<file path="src/rtl/imem_loader.sv">
// Boot loader: length-prefixed byte stream -> byte-wide instruction memory, holds the CPU in reset until done.
// Optional trailing XOR checksum byte is enabled by defining IMEM_LOADER_CSUM_EN.
module imem_loader #(
  parameter int unsigned MEM_BYTES = 256,
  parameter int unsigned ADDR_W    = 8
) (
  input  logic              clk_i,
  input  logic              rst_ni,
  input  logic              in_valid_i,
  input  logic [7:0]        in_data_i,
  output logic              in_ready_o,
  input  logic              reload_i,
  output logic              wr_en_o,
  output logic [ADDR_W-1:0] wr_addr_o,
  output logic [7:0]        wr_data_o,
  output logic              cpu_rst_o,
  output logic              done_o,
  output logic              err_o
);

  localparam int unsigned CNT_W  = 16;
  localparam int unsigned CMP_W  = CNT_W + 1;
  localparam int unsigned BYTE_W = 8;
  localparam logic [CMP_W-1:0] LEN_MAX = CMP_W'(MEM_BYTES);

  typedef enum logic [2:0] {
    ST_LEN_HI,
    ST_LEN_LO,
    ST_DATA,
`ifdef IMEM_LOADER_CSUM_EN
    ST_CSUM,
`endif
    ST_DONE,
    ST_ERROR
  } state_e;

  state_e              state_q;
  logic [CNT_W-1:0]    len_q;
  logic [CNT_W-1:0]    cnt_q;
  logic                wr_en_q;
  logic [ADDR_W-1:0]   wr_addr_q;
  logic [BYTE_W-1:0]   wr_data_q;
  logic                cpu_rst_q;
  logic                done_q;
  logic                err_q;

  logic [CNT_W-1:0]    len_d;
  logic [CNT_W-1:0]    cnt_d;
  logic                len_big;
  logic                accept;
`ifdef IMEM_LOADER_CSUM_EN
  logic [BYTE_W-1:0]   csum_q;
  logic [BYTE_W-1:0]   csum_d;
`endif

  // Ready is purely a function of state and is forced low while reset is held.
  assign in_ready_o = rst_ni && (state_q != ST_DONE) && (state_q != ST_ERROR);
  assign accept     = in_valid_i & in_ready_o;

  always_comb begin
    len_d   = {len_q[CNT_W-1:BYTE_W], in_data_i};
    cnt_d   = cnt_q + CNT_W'(1);
    len_big = CMP_W'(len_d) > LEN_MAX;
`ifdef IMEM_LOADER_CSUM_EN
    csum_d  = csum_q ^ in_data_i;
`endif
  end

  always_ff @(posedge clk_i) begin
    if (!rst_ni) begin
      state_q   <= ST_LEN_HI;
      len_q     <= '0;
      cnt_q     <= '0;
      wr_en_q   <= 1'b0;
      wr_addr_q <= '0;
      wr_data_q <= '0;
      cpu_rst_q <= 1'b1;
      done_q    <= 1'b0;
      err_q     <= 1'b0;
`ifdef IMEM_LOADER_CSUM_EN
      csum_q    <= '0;
`endif
    end else begin
      wr_en_q <= 1'b0;
      case (state_q)
        ST_LEN_HI: begin
          if (accept) begin
            len_q[CNT_W-1:BYTE_W] <= in_data_i;
            state_q               <= ST_LEN_LO;
          end
        end

        ST_LEN_LO: begin
          if (accept) begin
            len_q[BYTE_W-1:0] <= in_data_i;
            cnt_q             <= '0;
`ifdef IMEM_LOADER_CSUM_EN
            // Cleared here too so an empty image checks against zero.
            csum_q            <= '0;
`endif
            if (len_big) begin
              state_q <= ST_ERROR;
              err_q   <= 1'b1;
            end else if (len_d == '0) begin
`ifdef IMEM_LOADER_CSUM_EN
              state_q   <= ST_CSUM;
`else
              state_q   <= ST_DONE;
              done_q    <= 1'b1;
              cpu_rst_q <= 1'b0;
`endif
            end else begin
              state_q <= ST_DATA;
            end
          end
        end

        ST_DATA: begin
          if (accept) begin
            wr_en_q   <= 1'b1;
            wr_addr_q <= ADDR_W'(cnt_q);
            wr_data_q <= in_data_i;
            cnt_q     <= cnt_d;
`ifdef IMEM_LOADER_CSUM_EN
            csum_q    <= csum_d;
`endif
            if (cnt_d == len_q) begin
`ifdef IMEM_LOADER_CSUM_EN
              state_q   <= ST_CSUM;
`else
              state_q   <= ST_DONE;
              done_q    <= 1'b1;
              cpu_rst_q <= 1'b0;
`endif
            end
          end
        end

`ifdef IMEM_LOADER_CSUM_EN
        ST_CSUM: begin
          if (accept) begin
            if (in_data_i == csum_q) begin
              state_q   <= ST_DONE;
              done_q    <= 1'b1;
              cpu_rst_q <= 1'b0;
            end else begin
              state_q <= ST_ERROR;
              err_q   <= 1'b1;
            end
          end
        end
`endif

        ST_DONE, ST_ERROR: begin
          // Memory is left intact; the next image overwrites from address 0.
          if (reload_i) begin
            state_q   <= ST_LEN_HI;
            cnt_q     <= '0;
            done_q    <= 1'b0;
            err_q     <= 1'b0;
            cpu_rst_q <= 1'b1;
          end
        end

        default: begin
          state_q <= ST_LEN_HI;
        end
      endcase
    end
  end

  assign wr_en_o   = wr_en_q;
  assign wr_addr_o = wr_addr_q;
  assign wr_data_o = wr_data_q;
  assign cpu_rst_o = cpu_rst_q;
  assign done_o    = done_q;
  assign err_o     = err_q;

endmodule

</file>
<file path="config.mk">
export PLATFORM = sky130hd
export DESIGN_NAME = imem_loader
export DESIGN_NICKNAME = d
export VERILOG_FILES = /design/src/rtl/imem_loader.sv
export SDC_FILE = /design/constraint.sdc
export NUM_CORES = 1
export LEC_CHECK = 0
export CORE_ASPECT_RATIO = 0.9
export CORE_UTILIZATION = 55
export CTS_CLUSTER_SIZE = 30
export DETAILED_ROUTE_END_ITERATION = 7
export GPL_TIMING_DRIVEN = 0
export PLACE_DENSITY = 0.79
export SETUP_SLACK_MARGIN = 0.3
export SYNTH_ARGS = -nofsm -noshare
export SYNTH_HDL_FRONTEND = slang
export SYNTH_SLANG_ARGS = --single-unit
</file>
<file path="constraint.sdc">
create_clock -name clk_i -period 3.6 [get_ports clk_i]
set_input_delay 0.72 -clock clk_i [delete_from_list [all_inputs] [get_ports clk_i]]
set_output_delay 0.72 -clock clk_i [all_outputs]
set_load 0.01 [all_outputs]
</file>
==> metrics.yaml <==
crit_chain: "clkdlybuf4s50_1, clkbuf_4, clkbuf_4, and2_1, clkdlybuf4s50_1"
fillCellCount: 436
synth-simple-area-share: 0.283
grt_pass1_vias: 2520
cts-hold-fix-buffers: 0
core_region_area_mm2: 0.00526
drcViolationCount: 0
grt_use_total: 0.281
max_slew_margin: 0.568
rsz0062_at_grt: "no"
tns_ns: 0
maxCapViolations: 0
die_y_um: 72.1
clk_latency_ns: 0.32
cts_tree: "built"
syn_area_mm2: 0.00300
setup_viol: 0
synthXorXnorAreaFrac: 0.0659
area_delta_synth_final_pct: 17.4
fin_cells: 471
wire_per_inst_um: 16.0
synthMuxAreaShare: 0.0371
finalClockSkew_ns: 0.00914
htree_levels: 2
clk_pin_slew_ns: 0.11
critPathMaxStageDelay_ns: 0.56
hold_viol: 0
ant_nets: 0
synth-seq-area-share: 0.367
overflow: 0
drtIter0Drc: 178
via_per_inst: 5.86
fmax_mhz: 314
rows: 25
critical_path_arrival_ns: 2.47
grt_pass1_wl_mm: 12.5
hpwl_mm: 5.34
worstSetupEndpoint: "in_ready_o"
synth_fa_ha_area_frac: 0.00417
reg2reg_slack_ns: 0.53
drt_first_pass_iters: 7
grt_max_degree: 19
synth_seq_cells: 55
initial_core_util: 0.571
cpMaxStageDelayCell: "clkdlybuf4s50_1"
start_kind: "input port"
critPathRequiredTime_ns: 2.88
seqCellArea_mm2: 0.00110
routed_wl_mm: 7.55
place_congestion: 0.854
die_area_mm2: 0.00575
syn_inst: 364
portBuffers: 32
vias: 2759
reg2reg_from: "cnt_q[0]$_SDFFE_PN0P_"
cts_sinks: 55
end_kind: "output pin"
final.period_utilization: 0.886
r2r-end: "done_o$_SDFFE_PN0P_"
cts_root_buffer: "clkbuf_8"
crit_start: "rst_ni"
clockBufferDepth: 2
antenna_found_initial: 0
cts_buffers: 5
fin_crit_ns: 3.19
die_w_um: 79.8
p_leak_nw: 1.29
peakVddDrop_v: 0.000305
io_pins: 33
synth.avg_cell_area_um2: 8.24
reg2reg_depth: 9
n_antenna_cell: 0
synth_nets: 377
yosysWarnings: 0
outcome: "finished clean"
p_per_area_mw_per_mm2: 321
synth_top_family_by_area: "simple AND/OR/NAND/NOR gates"
synth_compound_area_frac: 0.205
drive_above_1_share: 0.0644
path_max_fanout: 10
worstMarginPinSlew_ns: 0.644
min_path_cells: 2
crit_type: "input port to output pin"
multi_input_area_mm2: 0.00179
nets: 416
yosysUniqueCellTypes: 52
drv_slew: 0
hold_class: "flip-flop to flip-flop"
place_inst: 463
fin_hold_ws_ns: 0.461
-- critical path, delay by kind of cell --
family / cells / cell delay [ns]
buffers and inverters: 4 / 1.60
and+or+nand+nor: 1 / 0.14
-- worst min-delay path by stage --
stage,endpoint,slack [ns],startpoint
finish,wr_addr_o[2]$_SDFFE_PN0P_,0.46,wr_addr_o[2]$_SDFFE_PN0P_
global placement,wr_addr_o[3]$_SDFFE_PN0P_,0.44,wr_addr_o[3]$_SDFFE_PN0P_
detailed placement,wr_data_o[7]$_SDFFE_PN0P_,0.45,wr_data_o[7]$_SDFFE_PN0P_
floorplan,len_q[3]$_SDFFE_PN0P_,0.45,len_q[3]$_SDFFE_PN0P_
global route,wr_addr_o[3]$_SDFFE_PN0P_,0.48,wr_addr_o[3]$_SDFFE_PN0P_
CTS,wr_data_o[7]$_SDFFE_PN0P_,0.47,wr_data_o[7]$_SDFFE_PN0P_
-- report_power, final --
part | switching, mW | internal [mW]
registers | 0.0103 | 0.618
clock network | 0.226 | 0.163
logic | 0.0610 | 0.0525
total | 0.297 | 0.833
-- through the flow --
stage | util | power [mW] | setup WS, ns | instance area [um^2]
floorplan | - | 0.709 | 0.901 | 3000
global placement | 0.648 | 0.750 | -0.0996 | 3400
detailed placement | 0.648 | 0.752 | -0.0779 | 3400
CTS | 0.668 | 1.13 | 0.353 | 3510
global route | 0.670 | 1.17 | 0.325 | 3520
finish | 0.670 | 1.13 | 0.411 | 3520
-- cell type report --
cell class / count / area share
clock inverters: 2 / 0.00569
repair buffers: 32 / 0.0910
clock buffers: 6 / 0.0235
inverters: 4 / 0.00427
flip-flops and latches: 55 / 0.313
well taps: 67 / 0.0238
multi-input cells: 281 / 0.509
plain buffers: 24 / 0.0299
-- layer usage --
| metal | wire [um] | global-route usage |
|---|---|---|
| met1 | 3540 | 0.387 |
| met4 | 104 | 0.0972 |
| met5 | 0 | 0 |
| met3 | 491 | 0.0541 |
| met2 | 3410 | 0.443 |
-- repair_timing --
item | in CTS | in global routing
endpoints found under the setup margin | 1 | 3
pin swaps | 0 | 0
setup buffers | 0 | 0
gates resized for setup | 3 | 3
-- Yosys cell counts (all sizes together) --
| cell type | instances | area [um^2] |
|---|---|---|
| a2111oi | 1 | 27.5 |
| a21boi | 31 | 233 |
| a21o | 1 | 7.51 |
| a21oi | 9 | 45.0 |
| a22oi | 2 | 15.0 |
| a311oi | 1 | 8.76 |
| a31oi | 8 | 50.1 |
| and2 | 4 | 25.0 |
| and3 | 4 | 25.0 |
| and4 | 1 | 8.76 |
| buf | 6 | 30.0 |
| clkbuf | 18 | 67.6 |
| dfxtp | 55 | 1100 |
| ha | 1 | 12.5 |
| inv | 4 | 15.0 |
| mux2 | 1 | 11.3 |
| mux2i | 10 | 100 |
| nand2 | 68 | 258 |
| nand2b | 1 | 6.26 |
| nand3 | 10 | 67.6 |
| nand3b | 5 | 37.5 |
| nand4 | 9 | 71.3 |
| nand4bb | 1 | 11.3 |
| nor2 | 22 | 82.6 |
| nor2b | 14 | 87.6 |
| nor3 | 7 | 35.0 |
| nor3b | 1 | 7.51 |
| nor4 | 7 | 73.8 |
| nor4b | 1 | 8.76 |
| nor4bb | 1 | 10.0 |
| o2111ai | 1 | 8.76 |
| o211a | 2 | 20.0 |
| o211ai | 1 | 7.51 |
| o21a | 10 | 75.1 |
| o21ai | 18 | 90.1 |
| o22a | 1 | 8.76 |
| o311ai | 1 | 8.76 |
| o31a | 1 | 8.76 |
| or3 | 2 | 12.5 |
| or4 | 1 | 7.51 |
| or4b | 1 | 13.8 |
| xnor2 | 13 | 114 |
| xnor3 | 1 | 22.5 |
| xor2 | 7 | 61.3 |
-- flip-flops by register name, indices dropped and copies added (netlist names) --
register,count
cnt_q,16
len_q,16
wr_addr_o,8
wr_data_o,8
state_q,3
cpu_rst_o,1
done_o,1
err_o,1
wr_en_o,1
-- kinds of logic (layout without fill, tap and decap cells) --
group	count (synthesis)	count (layout)
buffers and inverters	28	68
adders and majority gates	1	1
and+or+nand+nor	160	160
DFF	55	55
muxes	11	11
xor gates and xnor gates	21	21
AOI/OAI and AO/OA	88	88
-- layout by cell type, fill, tap and decap left out, types with 5 or more instances in the layout --
cell type,count
xor2_1,7
nor2b_1,14
dfxtp_1,55
buf_2,6
mux2i_1,10
nor2_1,22
xnor2_1,13
o21ai_0,16
a21boi_0,18
nand4_1,8
nor3_1,7
a21oi_1,9
nand3_1,8
nand2_1,67
clkbuf_8,6
nand3b_1,5
clkbuf_1,16
a21boi_1,13
clkdlybuf4s50_1,32
a31oi_1,8
o21a_1,10
Note: power is estimated with default switching activity, not from simulation.
